==> src/rtl/mul_div_unit_if.sv <==
// Request/result bundle for the iterative multiply/divide unit.
// The flush_mdu_i member exists only when MDU_FLUSH_EN is defined.
interface mul_div_unit_if #(
  parameter int WIDTH = 32
);
  logic             start_mdu_i;
  logic [1:0]       op_mdu_i;
  logic [WIDTH-1:0] opr_a_mdu_i;
  logic [WIDTH-1:0] opr_b_mdu_i;
`ifdef MDU_FLUSH_EN
  logic             flush_mdu_i;
`endif
  logic             ready_mdu_o;
  logic             done_mdu_o;
  logic             dz_mdu_o;
  logic [WIDTH-1:0] hi_mdu_o;
  logic [WIDTH-1:0] lo_mdu_o;

`ifdef MDU_FLUSH_EN
  modport master (
    output start_mdu_i, op_mdu_i,
    output opr_a_mdu_i, opr_b_mdu_i,
    output flush_mdu_i,
    input  ready_mdu_o, done_mdu_o,
    input  dz_mdu_o, hi_mdu_o, lo_mdu_o
  );
  modport slave (
    input  start_mdu_i, op_mdu_i,
    input  opr_a_mdu_i, opr_b_mdu_i,
    input  flush_mdu_i,
    output ready_mdu_o, done_mdu_o,
    output dz_mdu_o, hi_mdu_o, lo_mdu_o
  );
`else
  modport master (
    output start_mdu_i, op_mdu_i,
    output opr_a_mdu_i, opr_b_mdu_i,
    input  ready_mdu_o, done_mdu_o,
    input  dz_mdu_o, hi_mdu_o, lo_mdu_o
  );
  modport slave (
    input  start_mdu_i, op_mdu_i,
    input  opr_a_mdu_i, opr_b_mdu_i,
    output ready_mdu_o, done_mdu_o,
    output dz_mdu_o, hi_mdu_o, lo_mdu_o
  );
`endif
endinterface

==> src/rtl/mul_div_unit.sv <==
// Iterative MULT/MULTU/DIV/DIVU unit with HI/LO, one bit per cycle.
// Optional abort input enabled by defining MDU_FLUSH_EN.
module mul_div_unit #(
  parameter  int WIDTH = 32,
  localparam int CNT_W = $clog2(WIDTH) + 1
) (
  input logic            clk_mdu_i,
  input logic            rst_n_mdu_i,
  mul_div_unit_if.slave  bus
);

  typedef enum logic [1:0] {
    S_IDLE,
    S_MUL,
    S_DIV,
    S_FIX
  } state_t;

  state_t           state_q, state_d;
  logic [1:0]       op_q;
  logic             neg_q;
  logic             neg_r_q;
  logic [CNT_W-1:0] cnt_q;
  logic [WIDTH:0]   acc_q;
  logic [WIDTH-1:0] quot_q;
  logic [WIDTH-1:0] b_q;
  logic [WIDTH-1:0] a_q;
  logic [WIDTH-1:0] hi_q;
  logic [WIDTH-1:0] lo_q;
  logic             dz_q;

  logic             flush;
  logic             accept;
  logic             fix_act;
  logic             a_neg, b_neg;
  logic [WIDTH-1:0] a_mag, b_mag;

`ifdef MDU_FLUSH_EN
  assign flush = bus.flush_mdu_i;
`else
  assign flush = 1'b0;
`endif

  assign accept  = bus.start_mdu_i && (state_q == S_IDLE);
  assign fix_act = (state_q == S_FIX) && !flush;

  assign a_neg = !bus.op_mdu_i[0] && bus.opr_a_mdu_i[WIDTH-1];
  assign b_neg = !bus.op_mdu_i[0] && bus.opr_b_mdu_i[WIDTH-1];
  assign a_mag = a_neg ? -bus.opr_a_mdu_i : bus.opr_a_mdu_i;
  assign b_mag = b_neg ? -bus.opr_b_mdu_i : bus.opr_b_mdu_i;

  logic [WIDTH:0]   mul_sum;
  logic [WIDTH:0]   rem_s;
  logic [WIDTH:0]   trial;
  logic             ge;
  logic [WIDTH:0]   acc_n;
  logic [WIDTH-1:0] quot_n;

  always_comb begin
    mul_sum = acc_q + (quot_q[0] ? {1'b0, b_q} : '0);
    rem_s   = {acc_q[WIDTH-1:0], quot_q[WIDTH-1]};
    trial   = rem_s - {1'b0, b_q};
    ge      = rem_s >= {1'b0, b_q};
    acc_n   = acc_q;
    quot_n  = quot_q;
    if (state_q == S_MUL) begin
      acc_n  = {1'b0, mul_sum[WIDTH:1]};
      quot_n = {mul_sum[0], quot_q[WIDTH-1:1]};
    end else if (state_q == S_DIV) begin
      acc_n  = ge ? trial : rem_s;
      quot_n = {quot_q[WIDTH-2:0], ge};
    end
  end

  logic [2*WIDTH-1:0] prod, prod_f;
  logic [WIDTH-1:0]   q_f, r_f;
  logic [WIDTH-1:0]   fix_hi, fix_lo;
  logic               fix_dz;

  always_comb begin
    prod   = {acc_q[WIDTH-1:0], quot_q};
    prod_f = neg_q ? -prod : prod;
    q_f    = neg_q ? -quot_q : quot_q;
    r_f    = neg_r_q ? -acc_q[WIDTH-1:0]
                     : acc_q[WIDTH-1:0];
    fix_dz = op_q[1] && (b_q == '0);
    fix_hi = prod_f[2*WIDTH-1:WIDTH];
    fix_lo = prod_f[WIDTH-1:0];
    if (fix_dz) begin
      // Divide by zero reports the raw dividend.
      fix_hi = a_q;
      fix_lo = '1;
    end else if (op_q[1]) begin
      fix_hi = r_f;
      fix_lo = q_f;
    end
  end

  always_comb begin
    state_d = state_q;
    unique case (state_q)
      S_IDLE: begin
        if (bus.start_mdu_i)
          state_d = bus.op_mdu_i[1] ? S_DIV : S_MUL;
      end
      S_MUL, S_DIV: begin
        if (cnt_q == CNT_W'(1))
          state_d = S_FIX;
      end
      S_FIX: state_d = S_IDLE;
      default: state_d = S_IDLE;
    endcase
    if (flush && (state_q != S_IDLE))
      state_d = S_IDLE;
  end

  always_ff @(posedge clk_mdu_i or negedge rst_n_mdu_i) begin
    if (!rst_n_mdu_i) begin
      state_q <= S_IDLE;
      op_q    <= '0;
      neg_q   <= 1'b0;
      neg_r_q <= 1'b0;
      cnt_q   <= '0;
      acc_q   <= '0;
      quot_q  <= '0;
      b_q     <= '0;
      a_q     <= '0;
      hi_q    <= '0;
      lo_q    <= '0;
      dz_q    <= 1'b0;
    end else begin
      state_q <= state_d;
      if (accept) begin
        op_q    <= bus.op_mdu_i;
        neg_q   <= a_neg ^ b_neg;
        neg_r_q <= a_neg;
        cnt_q   <= CNT_W'(WIDTH);
        acc_q   <= '0;
        quot_q  <= a_mag;
        b_q     <= b_mag;
        a_q     <= bus.opr_a_mdu_i;
        dz_q    <= 1'b0;
      end else if ((state_q == S_MUL) ||
                   (state_q == S_DIV)) begin
        acc_q  <= acc_n;
        quot_q <= quot_n;
        cnt_q  <= cnt_q - CNT_W'(1);
      end
      if (fix_act) begin
        hi_q <= fix_hi;
        lo_q <= fix_lo;
        dz_q <= fix_dz;
      end
    end
  end

  // Results are visible in the same cycle as the done pulse.
  assign bus.ready_mdu_o = (state_q == S_IDLE);
  assign bus.done_mdu_o  = fix_act;
  assign bus.hi_mdu_o    = fix_act ? fix_hi : hi_q;
  assign bus.lo_mdu_o    = fix_act ? fix_lo : lo_q;
  assign bus.dz_mdu_o    = fix_act ? fix_dz : dz_q;

endmodule

==> src/flat_wrapper.sv <==
// flat-port wrapper written by rule: the top's interface ports become plain ports
module mul_div_unit_flat 
#(
  parameter  int WIDTH = 32,
  localparam int CNT_W = $clog2(WIDTH) + 1
)
  (clk_mdu_i, rst_n_mdu_i, bus_start_mdu_i, bus_op_mdu_i, bus_opr_a_mdu_i, bus_opr_b_mdu_i, bus_ready_mdu_o, bus_done_mdu_o, bus_dz_mdu_o, bus_hi_mdu_o, bus_lo_mdu_o);
  mul_div_unit_if #(.WIDTH(WIDTH)) bus_i ();
  input logic clk_mdu_i;
  input logic rst_n_mdu_i;
  input wire logic [$bits(bus_i.start_mdu_i)-1:0] bus_start_mdu_i;
  input wire logic [$bits(bus_i.op_mdu_i)-1:0] bus_op_mdu_i;
  input wire logic [$bits(bus_i.opr_a_mdu_i)-1:0] bus_opr_a_mdu_i;
  input wire logic [$bits(bus_i.opr_b_mdu_i)-1:0] bus_opr_b_mdu_i;
  output wire logic [$bits(bus_i.ready_mdu_o)-1:0] bus_ready_mdu_o;
  output wire logic [$bits(bus_i.done_mdu_o)-1:0] bus_done_mdu_o;
  output wire logic [$bits(bus_i.dz_mdu_o)-1:0] bus_dz_mdu_o;
  output wire logic [$bits(bus_i.hi_mdu_o)-1:0] bus_hi_mdu_o;
  output wire logic [$bits(bus_i.lo_mdu_o)-1:0] bus_lo_mdu_o;
  assign bus_i.start_mdu_i = bus_start_mdu_i;
  assign bus_i.op_mdu_i = bus_op_mdu_i;
  assign bus_i.opr_a_mdu_i = bus_opr_a_mdu_i;
  assign bus_i.opr_b_mdu_i = bus_opr_b_mdu_i;
  assign bus_ready_mdu_o = bus_i.ready_mdu_o;
  assign bus_done_mdu_o = bus_i.done_mdu_o;
  assign bus_dz_mdu_o = bus_i.dz_mdu_o;
  assign bus_hi_mdu_o = bus_i.hi_mdu_o;
  assign bus_lo_mdu_o = bus_i.lo_mdu_o;
  mul_div_unit #(.WIDTH(WIDTH)) u_core (.clk_mdu_i(clk_mdu_i), .rst_n_mdu_i(rst_n_mdu_i), .bus(bus_i));
endmodule
==> config.mk <==
export PLATFORM = sky130hd
export DESIGN_NAME = mul_div_unit_flat
export DESIGN_NICKNAME = d
export VERILOG_FILES = /design/src/rtl/mul_div_unit_if.sv /design/src/rtl/mul_div_unit.sv /design/src/flat_wrapper.sv
export SDC_FILE = /design/constraint.sdc
export NUM_CORES = 1
export LEC_CHECK = 0
export BUFFER_PORTS_ARGS = -buffer_cell sky130_fd_sc_hd__buf_2
export CORE_MARGIN = 8
export CORE_UTILIZATION = 60
export DETAILED_ROUTE_END_ITERATION = 10
export PLACE_DENSITY = 0.77
export SETUP_SLACK_MARGIN = 0.4
export SYNTH_ARGS = -nofsm -noshare
export SYNTH_HDL_FRONTEND = slang
export SYNTH_SLANG_ARGS = --single-unit
export TNS_END_PERCENT = 30
==> constraint.sdc <==
create_clock -name clk_mdu_i -period 9.25 [get_ports clk_mdu_i]
set_input_delay 0.4625 -clock clk_mdu_i [delete_from_list [all_inputs] [get_ports clk_mdu_i]]
set_output_delay 0.4625 -clock clk_mdu_i [all_outputs]
set_load 0.01 [all_outputs]
==> reports/results.tsv, run 1 <==
metric	value	unit
final_max_slew_viol_count	0	
clkTransAtPathRegs	0.06	ns
synth-adder-area-share	6.15	%
antenna_found_initial	0	
synth_cell_type_count	77	
grt_max_degree	101	
timing_hold_violations_final	0	
die_area	0.0313	sq mm
vias	14976	
cts_made_buffers	25	
layout-drive-gt1-share	10.9	%
timing.fmax	213	MHz
clock-sinks	205	
io_pins	136	
wl	49600	um
worst_slew_pin_slew	1.20	ns
synth.avg_cell_area	8.03	sq um
core	0.0257	sq mm
synth_top_family_by_area	compound AO/OA/AOI/OAI gates	
grt.total_usage	30.9	%
area_delta_synth_final	10.5	%
yosys_most_used_dff	dfrtp_1	
clock_power_share	12.4	%
p_leak	7.61	nW
hpwl	36700	um
crit_type	reg2out	
synthArstFlopShare	100	%
pwr-share-seq	23.3	%
yosys_register_bits	205	
synth_warnings	0	
crit_fanout	33	
synth-edff-count	0	
die_y	177	um
wire_per_inst	21.2	um
slowest_stage	inv_1	
htreeDepth	1	
clk_latency	0.53	ns
start_util	60.4	%
power_frac_comb	64.2	%
die_x	177	um
grt_pass1_vias	14044	
post-place-ws	4.88	ns
drc	0	
synth_compound_area_share	23.5	%
syn_inst	1933	
overflow	0	
synthTopCellsByArea	dfrtp_1, nand2_1, xnor2_1	
required	8.79	ns
skew	0.0193	ns
outcome	finished, final reports clean	
fin_util	66.8	%
p_sw_share	50.8	%
path_cells	inv_1 > ha_1 > nand3_1 > o21ai_1 > buf_4 > and2_1 > a21oi_1 > xnor2_1 > a21oi_1 > mux2_2 > buf_2	
fin_setup_tns	0	ns
fin_crit_sh	50.8	%
path_delay_family	buffers and inverters	
grt_setup_unrepaired	no	
synth.yosys.seq_area_share	33.1	%
synth_area	0.0155	sq mm
max_slew_margin	20.1	%
syn_nets	2077	
startpoint_type	flop	
port_buffers	135	
fin_ws	4.55	ns
clock-root-buffer	clkbuf_16	
viasPerCell	6.39	
p_sw	4.08	mW
crit_buf_inv	3	
fp-row-count	59	
drv_cap	0	
synth.top_cell.area_share	33.1	%
clk_path_buf_depth	3	
synth_mux_area_share	3.65	%
synth_simple_gate_area_share	19.2	%
seqCellArea	0.00513	sq mm
holdWs	0.158	ns
diodes	0	
hold_path_class	in2reg	
synth-xor-area-share	9.77	%
setup_viol	0	
cp.arrival	4.24	ns
final_cell_mix	nand2_1, dfrtp_1, nor2_1	
fin_nets	2135	
power.total	8.02	mW
power.density	468	mW/mm^2
stdcell_area	0.0172	sq mm
multiInputGateArea	0.00972	sq mm
placed_area	0.0163	sq mm
place_inst	2298	
grt_pass1_wl	77500	um
dr.pass1.iters	5	
crit_path_frequent_cell	a21oi_1	
p_int	3.95	mW
nFillCells	2214	
ant_nets	0	
synth_top_area_cell	dfrtp_1	
cts_setup_buffers	0	
ir_worst_vdd	0.371	mV
cts_tree	done	
drt_first_iter_violations	1419	
place_congestion	0.965	
instances_no_fill	2344	
cp-end-kind	output pin	
final_common_cell	nand2_1	
max_stage_delay	0.83	ns
period_minus_slack	4.70	ns
==> power groups by stage <==
stage	Sequential [mW]	Combinational, mW	Clock (mW)
after floorplan	1.63	3.76	0
after global placement	1.84	4.97	0
after detailed placement	1.86	5.04	0
after CTS	1.85	5.08	1.01
after global routing	1.92	5.66	1.04
final	1.87	5.15	0.999
==> state kept, by name (all words and copies together), names as in the netlist <==
signal and cells:
u_core.b_q 32, u_core.quot_q 32, u_core.hi_q 32, u_core.neg_r_q 1, u_core.neg_q 1, u_core.cnt_q 6, u_core.dz_q 1, u_core.a_q 32
u_core.acc_q 33, u_core.op_q 1, u_core.state_q 2, u_core.lo_q 32
==> synthesized netlist by cell type, types with 8 or more instances <==
| cell type | n |
|---|---|
| o41ai_1 | 9 |
| o31ai_1 | 29 |
| or3_1 | 9 |
| nor4_1 | 23 |
| mux2_2 | 9 |
| o22a_1 | 24 |
| nor2b_1 | 13 |
| ha_1 | 73 |
| nor3_1 | 34 |
| mux2i_1 | 45 |
| and3_1 | 11 |
| xor2_1 | 61 |
| or4_1 | 15 |
| a22oi_1 | 8 |
| a21o_1 | 37 |
| a31oi_1 | 32 |
| xnor2_1 | 112 |
| nor2_1 | 171 |
| nand4_1 | 10 |
| a211oi_1 | 11 |
| nand2_1 | 267 |
| inv_1 | 70 |
| o211ai_1 | 37 |
| nand2b_1 | 25 |
| nand3_1 | 31 |
| dfrtp_1 | 205 |
| a21oi_1 | 161 |
| clkbuf_1 | 106 |
| o21ai_0 | 169 |
| and2_1 | 8 |
| buf_1 | 9 |
==> routing by layer <==
layer	part of all wire, %	GRT usage (%)
met1	44	43.0
met2	44	47.2
met3	9.1	6.85
met4	3.1	9.49
met5	0	0
==> cell families (layout without fill, tap and decap cells) <==
logic type,count (synthesis),count (layout)
buffers and inverters,188,264
AND/OR/NAND/NOR,648,648
multiplexers,55,55
flip-flops,205,205
XOR/XNOR,173,173
AO/OA/AOI/OAI,589,589
adder cells (fa/ha/maj),75,75
==> cell type report <==
class	instances	share of cell area, %
multi-input combinational	1540	56.7
sequential	205	29.9
timing repair buffer	149	4.62
clock buffer	35	4.04
tap	335	2.44
inverter	70	1.53
clock inverter	10	0.788
==> what timing repair did <==
action / 4_1_cts / 5_1_grt
gates resized for setup: 0 / 0
hold buffers: 1 / 0
hold endpoints to repair: 57 / 0
==> worst paths after layout <==
kind / from / end / slack, ns / depth (start not counted)
worst max-delay path: u_core.quot_q[0] / bus_hi_mdu_o[14] / 4.55 / 11
worst min-delay path: bus_op_mdu_i[1] / u_core.state_q[0] / 0.16 / 2
worst max register to register: u_core.quot_q[0] / u_core.acc_q[30] / 4.81 / 13
worst min register to register: u_core.a_q[28] / u_core.a_q[28] / 0.48 / 2
max in group asynchronous: rst_n_mdu_i / u_core.b_q[26] / 6.49 / 4
min in group asynchronous: rst_n_mdu_i / u_core.acc_q[20] / 0.51 / 2
Note: power is estimated with default switching activity, not from simulation.
==> run 2: changes to the inputs <==
- clock period: 9.25 -> 4.5 ns (I/O delays scaled with it)
==> run 2 against run 1 <==
Non-clock buffer count increased by 49. Critical endpoint is now bus_hi_mdu_o[23]. Final area increased by 3.6%. Largest cell class unchanged. Count of clock-buffer cells in the layout decreased by 3. Largest power group unchanged. Die area unchanged.
==> reports/results.tsv, run 2 (synthesis gave the netlist of run 1 again) <==
metric	value	unit	change
outcome	finished, final reports clean		
regToRegSetupSlack	0.62	ns	-4.19 ns
drt_first_iter_violations	1702		+20%
grt_setup_unrepaired	yes		
port_buffers	135		unchanged
hold_path_class	in2reg		
clk_latency	0.54	ns	about the same
fin_util	69.2	%	+2.4 points
vias	15417		+2.9%
slowest_stage	or4_1		
core	0.0257	sq mm	unchanged
p_leak	7.90	nW	+3.9%
dr.pass1.iters	5		unchanged
reg2regPathDepth	14		+1
path_cells	or4_1 > or3_1 > nor3_1 > o21ai_0 > and3_1 > nor3_1 > a21oi_1 > a21oi_1 > buf_2		
crit_fanout	5		-85%
skew	0.0151	ns	-0.00424 ns
whs_endpoint	u_core.a_q[31]		
viasPerCell	6.44		+0.75%
die_y	177	um	unchanged
io_pins	136		unchanged
seqCellArea	0.00513	sq mm	about the same
htreeDepth	1		unchanged
largest_reg_flops	33		unchanged
rr_endpoint	u_core.acc_q[31]		
start_util	60.4	%	unchanged
grt_pass1_vias	14695		+4.6%
drv_cap	0		unchanged
min_from	bus_opr_a_mdu_i[31]		
area_delta_synth_final	14.6	%	
timing.fmax	247	MHz	
place_congestion	0.983		+1.9%
cts_made_buffers	25		unchanged
fin_nets	2184		+2.3%
reg2reg_from	u_core.quot_q[0]		
layout-drive-gt1-share	13.0	%	+2.1 points
wl	52300	um	+5.5%
grt.total_usage	32.5	%	+1.6 points
required	4.28	ns	-4.51 ns
hold_depth	3		+1
critPathLaunch	u_core.acc_q[10]		
overflow	0		unchanged
antenna_found_initial	0		unchanged
period_minus_slack	4.04	ns	
nFillCells	2103		-5.0%
multiInputGateArea	0.00982	sq mm	+1.0%
regMostFlops	u_core.acc_q		
clock-sinks	205		unchanged
die_x	177	um	unchanged
ant_nets	0		unchanged
cts_tree	done		
final_cell_mix	nand2_1, dfrtp_1, nor2_1		
startpoint_type	flop		
place_inst	2317		+0.83%
setup_viol	0		unchanged
worst_slew_pin_slew	1.27	ns	+0.0719 ns
max_stage_delay	0.66	ns	-0.17 ns
die_area	0.0313	sq mm	unchanged
timing_hold_violations_final	0		unchanged
instances_no_fill	2395		+2.2%
grt_pass1_wl	81700	um	+5.4%
fin_setup_tns	0	ns	unchanged
power.density	958	mW/mm^2	+100%
clock-root-buffer	clkbuf_16		
wire_per_inst	21.9	um	+3.3%
fp-row-count	59		unchanged
fin_crit_sh	89.8	%	
hpwl	38100	um	+3.8%
grt_max_degree	118		+17%
clk_path_buf_depth	3		unchanged
crit_type	reg2out		
cp.arrival	3.82	ns	-0.42 ns
cp-end-kind	output pin		
drc	0		unchanged
clkTransAtPathRegs	0.06	ns	about the same
ir_worst_vdd	0.734	mV	+98%
final_max_slew_viol_count	0		unchanged
final_common_cell	nand2_1		
max_slew_margin	15.3	%	-4.8 points
[run 2: changes by cell type in the layout (fill, tap and decap cells not counted), moves of 3 or more]
| cell | previous run | this run |
|---|---|---|
| dfrtp_1 | 205 | 201 |
| clkbuf_8 | 4 | 7 |
| buf_4 | 13 | 32 |
| dlygate4sd3_1 | 1 | 28 |
| dfrtp_2 | 0 | 4 |
| a21oi_2 | 0 | 3 |
| a21oi_1 | 161 | 158 |
| clkbuf_1 | 7 | 1 |
[run 2: power by group]
group | switching [mW] | internal, mW
logic | 6.85 | 4.29
registers | 0.986 | 2.77
clock network | 0.843 | 1.30
[run 2: worst max-delay path by stage]
| stage | end | slack [ns] |
|---|---|---|
| after global placement | u_core.acc_q[30] | 0.60 |
| after CTS | bus_hi_mdu_o[29] | 0.38 |
| final | bus_hi_mdu_o[23] | 0.46 |
| after floorplan | u_core.acc_q[31] | 1.13 |
| after detailed placement | u_core.acc_q[30] | 0.47 |
| after global routing | u_core.acc_q[30] | 0.36 |
[run 2: layout make-up]
cell class / count / share of cell area, %
diodes: 1 / 0.0141
clock buffers: 32 / 4.01
clock inverters: 14 / 0.943
inverters: 70 / 1.48
multi-input cells: 1540 / 55.2
flip-flops and latches: 205 / 28.9
well taps: 335 / 2.36
repair buffers: 198 / 7.07
[run 2: stage by stage]
step	setup WS (ns)	hold slack [ns]	instance area [sq um]	power [mW]
2_1_floorplan	1.13	-0.0706	15500	11.1
3_3_place_gp	0.599	0.396	16500	14.3
3_5_place_dp	0.471	0.430	16500	14.4
4_1_cts	0.381	0.00107	17700	16.7
5_1_grt	0.365	0.0246	17800	18.2
6_report	0.458	0.0111	17800	17.0
[run 2: timing repair]
action	4_1_cts	5_1_grt
gates resized for setup	2	22
buffers inserted	0	3
gates cloned	0	0
setup endpoints to repair	2	24
hold endpoints to repair	143	0
hold buffers	28	0
pin swaps	1	2
[run 2: metal layers]
| layer | vias to the layer above | track usage, % | wire length, um |
|---|---|---|---|
| met5 | - | 0 | 0 |
| met4 | 0 | 8.58 | 1420 |
| met3 | 126 | 6.68 | 5290 |
| met2 | 816 | 49.4 | 22600 |
| met1 | 7374 | 46.5 | 23000 |
| li1 | 7101 | - | - |
[run 2: worst max-delay path, delay by kind of cell, from the launching register on]
| family | cells | cell delay (ns) |
|---|---|---|
| flops | 1 | 0.52 |
| buf+inv | 1 | 0.16 |
| compound gates | 3 | 0.51 |
| simple gates | 5 | 2.09 |
